File: src/rtl/buckboost_pid_core.sv
// Tick-driven PID controller for a buck-boost stage. Each tick it requests a
// measurement, waits for the ADC ready edge, then computes and clamps the new duty.
module buckboost_pid_core #(
    parameter int DW       = 16,
    parameter int OW       = 8,
    parameter int GW       = 16,
    parameter int SHIFT    = 8,
    parameter int PERIOD   = 270,
    parameter int TIMEOUT  = 1024,
    parameter int DUTY_MIN = 0,
    parameter int DUTY_MAX = (1 << OW) - 1,
    parameter int INT_LIM  = (1 << (DW + 4)) - 1
) (
    input  logic          clk,
    input  logic          rst_n,
    input  logic          enable,
    input  logic          invert,
    input  logic          ready,
    input  logic [DW-1:0] setpoint,
    input  logic [DW-1:0] voltage_actual,
    input  logic [GW-1:0] kp,
    input  logic [GW-1:0] ki,
    input  logic [GW-1:0] kd,
    output logic          start,
    output logic [OW-1:0] new_duty,
    output logic          duty_valid,
    output logic          timeout_err,
    output logic          busy
);
    localparam int ACC = GW + DW + 8;
    localparam int IW  = DW + 6;
    localparam int CW  = $clog2(PERIOD + 1);
    localparam int TW  = $clog2(TIMEOUT + 1);
    localparam logic signed [ACC-1:0] DMIN_S = ACC'(DUTY_MIN);
    localparam logic signed [ACC-1:0] DMAX_S = ACC'(DUTY_MAX);
    localparam logic signed [IW-1:0]  ILIM_S = IW'(INT_LIM);
    localparam logic [OW-1:0]         DMIN_O = OW'(DUTY_MIN);

    typedef enum logic [2:0] {IDLE, REQ, WAIT_READY, CALC, UPDATE} state_t;

    state_t                 state_q, state_d;
    logic [CW-1:0]          cnt_q, cnt_d;
    logic [TW-1:0]          wait_q, wait_d;
    logic                   ready_prev_q;
    logic                   start_q, start_d, valid_q, valid_d;
    logic                   terr_q, terr_d, busy_q, busy_d;
    logic [OW-1:0]          duty_q, duty_d;
    logic [GW-1:0]          kp_q, kp_d, ki_q, ki_d, kd_q, kd_d;
    logic signed [DW:0]     e_q, e_d, eprev_q, eprev_d, e_cap;
    logic signed [IW-1:0]   integ_q, integ_d, inext_q, inext_d, isum, iclamp;
    logic signed [ACC-1:0]  p_q, p_d, dterm_q, dterm_d, sum, u;
    logic signed [DW+1:0]   ediff;
    logic                   tick, rise, u_hi, u_lo, toward;

    always_comb begin
        e_cap = invert ? $signed({1'b0, voltage_actual} - {1'b0, setpoint})
                       : $signed({1'b0, setpoint} - {1'b0, voltage_actual});
        isum  = integ_q + IW'(e_q);
        if (isum > ILIM_S)       iclamp = ILIM_S;
        else if (isum < -ILIM_S) iclamp = -ILIM_S;
        else                     iclamp = isum;
        ediff = (DW+2)'(e_q) - (DW+2)'(eprev_q);
        sum   = p_q + ACC'($signed({1'b0, ki_q})) * ACC'(inext_q) + dterm_q;
        u     = sum >>> SHIFT;
        u_hi  = u > DMAX_S;
        u_lo  = u < DMIN_S;
        // ki >= 0, so the direction of u's change follows the direction of i_next - integ
        toward = (ki_q != '0) && ((u_hi && (inext_q < integ_q)) || (u_lo && (inext_q > integ_q)));
        rise  = ready && !ready_prev_q;
    end

    always_comb begin
        state_d = state_q;
        cnt_d   = cnt_q;
        wait_d  = wait_q;
        start_d = 1'b0;
        valid_d = 1'b0;
        terr_d  = terr_q;
        duty_d  = duty_q;
        kp_d    = kp_q;
        ki_d    = ki_q;
        kd_d    = kd_q;
        e_d     = e_q;
        eprev_d = eprev_q;
        integ_d = integ_q;
        inext_d = inext_q;
        p_d     = p_q;
        dterm_d = dterm_q;
        tick    = 1'b0;
        if (!enable) begin
            state_d = IDLE;
            cnt_d   = '0;
            wait_d  = '0;
            terr_d  = 1'b0;
            duty_d  = DMIN_O;
            eprev_d = '0;
            integ_d = '0;
        end else begin
            if (cnt_q == CW'(PERIOD - 1)) begin
                cnt_d = '0;
                tick  = 1'b1;
            end else begin
                cnt_d = cnt_q + CW'(1);
            end
            case (state_q)
                IDLE: if (tick) begin
                    state_d = REQ;
                    start_d = 1'b1;
                end
                REQ: begin
                    state_d = WAIT_READY;
                    wait_d  = '0;
                end
                WAIT_READY: begin
                    if (rise) begin
                        state_d = CALC;
                        e_d     = e_cap;
                        kp_d    = kp;
                        ki_d    = ki;
                        kd_d    = kd;
                    end else if (wait_q == TW'(TIMEOUT - 1)) begin
                        state_d = IDLE;
                        terr_d  = 1'b1;
                    end else begin
                        wait_d = wait_q + TW'(1);
                    end
                end
                CALC: begin
                    state_d = UPDATE;
                    p_d     = ACC'($signed({1'b0, kp_q})) * ACC'(e_q);
                    dterm_d = ACC'($signed({1'b0, kd_q})) * ACC'(ediff);
                    inext_d = iclamp;
                end
                UPDATE: begin
                    state_d = IDLE;
                    valid_d = 1'b1;
                    eprev_d = e_q;
                    if (u_hi)      duty_d = DMAX_S[OW-1:0];
                    else if (u_lo) duty_d = DMIN_S[OW-1:0];
                    else           duty_d = u[OW-1:0];
                    if (!(u_hi || u_lo) || toward) integ_d = inext_q;
                end
                default: state_d = IDLE;
            endcase
        end
        busy_d = (state_d != IDLE);
    end

    always_ff @(posedge clk or negedge rst_n) begin
        if (!rst_n) begin
            state_q      <= IDLE;
            cnt_q        <= '0;
            wait_q       <= '0;
            ready_prev_q <= 1'b0;
            start_q      <= 1'b0;
            valid_q      <= 1'b0;
            terr_q       <= 1'b0;
            busy_q       <= 1'b0;
            duty_q       <= DMIN_O;
            kp_q         <= '0;
            ki_q         <= '0;
            kd_q         <= '0;
            e_q          <= '0;
            eprev_q      <= '0;
            integ_q      <= '0;
            inext_q      <= '0;
            p_q          <= '0;
            dterm_q      <= '0;
        end else begin
            state_q      <= state_d;
            cnt_q        <= cnt_d;
            wait_q       <= wait_d;
            ready_prev_q <= ready;
            start_q      <= start_d;
            valid_q      <= valid_d;
            terr_q       <= terr_d;
            busy_q       <= busy_d;
            duty_q       <= duty_d;
            kp_q         <= kp_d;
            ki_q         <= ki_d;
            kd_q         <= kd_d;
            e_q          <= e_d;
            eprev_q      <= eprev_d;
            integ_q      <= integ_d;
            inext_q      <= inext_d;
            p_q          <= p_d;
            dterm_q      <= dterm_d;
        end
    end

    assign start       = start_q;
    assign new_duty    = duty_q;
    assign duty_valid  = valid_q;
    assign timeout_err = terr_q;
    assign busy        = busy_q;

endmodule
File: config.mk
export PLATFORM = sky130hd
export DESIGN_NAME = buckboost_pid_core
export DESIGN_NICKNAME = d
export VERILOG_FILES = /design/src/rtl/buckboost_pid_core.sv
export SDC_FILE = /design/constraint.sdc
export NUM_CORES = 2
export LEC_CHECK = 0
export CAP_MARGIN = 20
export CORE_MARGIN = 1.5
export CORE_UTILIZATION = 48
export CTS_CLUSTER_DIAMETER = 80
export DETAILED_ROUTE_END_ITERATION = 8
export GPL_TIMING_DRIVEN = 0
export PLACE_DENSITY = 0.72
export SLEW_MARGIN = 0
export SYNTH_ARGS = -nofsm -noshare
export SYNTH_HDL_FRONTEND = slang
export SYNTH_SLANG_ARGS = --single-unit
File: constraint.sdc
create_clock -name clk -period 12.1 [get_ports clk]
set_clock_uncertainty 0.1 [all_clocks]
set_input_delay 2.42 -clock clk [delete_from_list [all_inputs] [get_ports clk]]
set_output_delay 2.42 -clock clk [all_outputs]
set_load 0.05 [all_outputs]
==> qor.csv <==
stage;metric;value;unit
run_status;status;finished clean;
timing;hold_viol;0;
die;die_width;323;um
timing;finalSetupViolCount;0;
hold_path;hp-class;flip-flop to flip-flop;
clock_network;cts_tree;built;
worst_setup_path;cp_max_fo;11;
pwr;p_sw_share;50.4;%
worst_setup_path;cp-start-kind;flip-flop;
route;vias;37567;
worst_setup_path;cpPeakStageDelay;0.64;ns
cells_and_area;final_cell_area;0.0530;mm2
timing;worst_pin_slew;1.13;ns
global_route;grt_pass1_wl;221000;um
global_route;globalRoute.totalOverflow;0;
placed_design;dp_slack;0.383;ns
synth;ys.warnings.count;0;
clock_network;clkTransAtPathRegs;0.06;ns
clock_network;clock_path_buffers;3;
timing;fin_crit;11.51;ns
route;wl_per_cell;19.8;um
clock_network;cts_buffers;34;
worst_setup_path;end_kind;flip-flop;
worst_setup_path;cp-startpoint;e_q[0];
worst_setup_path;r2r_setup_slack;0.59;ns
synth;synth_top_area_share;38.0;%
pwr;p_sw;3.42;mW
placed_design;post_dp_cell_area;0.0519;mm2
synth;synth-xor-area-share;2.28;%
synth;yosys.cell_types.count;98;
global_route;antenna_found_initial;3;
timing;max_slew_margin;24.8;%
route;ant_nets;0;
synth;async_flop_share;100;%
worst_setup_path;worstReg2RegEnd;dterm_q[33];
worst_setup_path;r2r_cells;40;
clock_network;htreeDepth;2;
route;drt_wl_total;138000;um
synth;yosys-mux-area-fraction;1.80;%
pwr;p_leak;26.5;nW
synth;synth_top_family_by_area;adder cells;
synth;yosys-top-cells-count;inv_1, fa_1, nand2_1, and2_1, ha_1;
clock_network;ctsResizeCount;0;
die;design.core.area;0.102;mm2
worst_setup_path;critPathKind;flip-flop to flip-flop;
cells_and_area;area_growth;7.85;%
synth;synth-edff-count;0;
worst_setup_path;reg2reg_from;e_q[0];
placed_design;place_congestion;0.962;
route;drtPass1Iterations;5;
synth;synth-seq-cells;231;
die;row_count;117;
worst_setup_path;crit_slowest_cell;dfrtp_1;
die;start_util;48.3;%
placed_design;port_buffers;96;
clock_network;cts_sinks;231;
pwr;intPower;3.37;mW
synth;synth_nets;6863;
synth;synthSimpleGateAreaFrac;15.3;%
clock_network;root_buffer;clkbuf_16;
timing;fin_ws;0.585;ns
pwr;sequentialPowerShare;13.8;%
timing;min_period_over_period;95.2;%
hold_path;whs_path_depth;2;
synth;synthAdderAreaFrac;48.5;%
cells_and_area;nets;6997;
clock_network;clk_latency;0.59;ns
die;dieHeight;323;um
run;drv_cap;0;
route;viasPerCell;5.40;
timing;rsz0062_at_grt;no;
route;drt_iter0_markers;2759;
pwr;peakVddDrop;0.203;mV
timing;max_freq;0.0868;GHz
synth;syn_avg_cell_area;9.05;um2
worst_setup_path;arrival;11.85;ns
worst_setup_path;crit_required;12.43;ns
pwr;p_total;6.79;mW
pwr;clock_power_share;14.7;%
synth;ys_seq_area_share;11.8;%
placed_design;dp_hpwl;115000;um
synth;netlist_instances;5432;
synth;synth_compound_area_share;8.68;%
clock_network;cts_hold_buf;0;
synth;synth_area_leaders;fa_1, dfrtp_1, ha_1;
synth;yosysTopAreaCell;fa_1;
die;io_pins;97;
hold_path;hold_path_startpoint;new_duty[7];
timing;slew_viol_final;0;
pwr;power_frac_comb;71.5;%
synth;synth_top_flop_cell;dfrtp_1;
synth;synth.most_common_cell;inv_1;
synth;synth.cell_area;0.0492;mm2
hold_path;hold_end;new_duty[7];
route;drc;0;
die;dieArea;0.104;mm2
global_route;track_usage;27.5;%
global_route;grt_pass1_vias;40241;
clock_network;cts_setup_buffers;0;
cells_and_area;fin_util;52.1;%
cells_and_area;fillerInstances;9359;
cells_and_area;drive_above_1_share;3.29;%
pwr;power.density;128;mW/mm2
global_route;grt_max_degree;108;
==> cells by family after synthesis <==
group | count (synthesis)
AND/OR/NAND/NOR | 1519
buffers and inverters | 1496
adder cells (fa/ha/maj) | 1346
AO/OA/AOI/OAI | 630
flip-flops | 231
XOR/XNOR | 128
multiplexers | 82
==> worst max-delay path by stage <==
stage                     slack, ns     endpoint
after floorplan                3.10  dterm_q[33]
after global placement        -1.76     kp_q[14]
after detailed placement       0.38  dterm_q[33]
after CTS                      0.37  dterm_q[33]
after global routing           0.17  dterm_q[33]
final                          0.59  dterm_q[33]
==> routing by layer <==
metal  up-vias  global-route usage, %  wire, um
li1      16838                      -         -
met1     19033                   36.3     57000
met2      1392                   44.5     62600
met3       302                   5.08     11700
met4         2                   11.1      6300
met5         -                      0         8
==> state kept, by name, summed over array words and instances, names as in the netlist, 3 cells and up <==
signal / flops
dterm_q: 35
kp_q: 16
e_q: 17
new_duty: 8
eprev_q: 17
p_q: 34
integ_q: 22
wait_q: 11
ki_q: 16
cnt_q: 9
state_q: 3
kd_q: 16
inext_q: 22
==> layout by cell type, fill, tap and decap left out, types with 24 or more instances in the layout <==
cell type        netlist  routed
a21boi_0              33      33
a21o_1                62      62
a21oi_1              138     138
and2_1               455     455
and3_1                33      33
clkbuf_1             196     197
clkbuf_16              0      34
clkdlybuf4s50_1        0      95
dfrtp_1              231     231
fa_1                 933     933
ha_1                 413     413
inv_1               1270    1270
mux2_2                53      53
mux2i_1               29      29
nand2_1              678     678
nand2b_1              37      37
nand3_1               54      54
nand4_1               26      26
nor2_1               103     103
nor2b_1               33      33
nor3_1                24      24
o21a_1                26      26
o21ai_0              159     158
xnor2_1               69      69
xor2_1                59      58
==> power groups by stage <==
| stage | sequential [mW] | clock, mW | combinational [mW] |
|---|---|---|---|
| after CTS | 0.931 | 1.02 | 4.84 |
| after global placement | 0.944 | 0 | 4.70 |
| final | 0.937 | 0.998 | 4.86 |
| after floorplan | 0.878 | 0 | 3.59 |
| after global routing | 0.937 | 1.05 | 5.50 |
| after detailed placement | 0.944 | 0 | 4.82 |
==> through the flow <==
stage | setup TNS, ns | hold slack [ns] | cells
5_1_grt | 0 | 0.408 | 6954
3_5_place_dp | 0 | 0.372 | 6898
4_1_cts | 0 | 0.384 | 6954
6_report | 0 | 0.375 | 6957
2_1_floorplan | 0 | 0.339 | 5432
3_3_place_gp | -396.38 | 0.365 | 6896
==> layout make-up <==
cell class	count	area, um2	area share (%)
Timing Repair Buffer	98	1020	1.93
Sequential cell	231	5780	10.9
Clock buffer	43	945	1.78
Buffer	226	982	1.85
Multi-Input combinational cell	3705	37700	71.0
Tap cell	1368	1710	3.23
Clock inverter	13	163	0.307
Inverter	1270	4770	8.99
Antenna cell	3	7.51	0.0142
==> critical path: cells and delay by family, from the launching register on <==
| family | cells | cell delay, ns |
|---|---|---|
| flip-flops | 1 | 0.64 |
| buffers and inverters | 9 | 1.52 |
| multiplexers | 1 | 0.11 |
| AO/OA/AOI/OAI | 16 | 3.65 |
| XOR/XNOR | 1 | 0.41 |
| adder cells (fa/ha/maj) | 9 | 3.99 |
| AND/OR/NAND/NOR | 4 | 0.91 |
(Power assumes the default switching activity.)
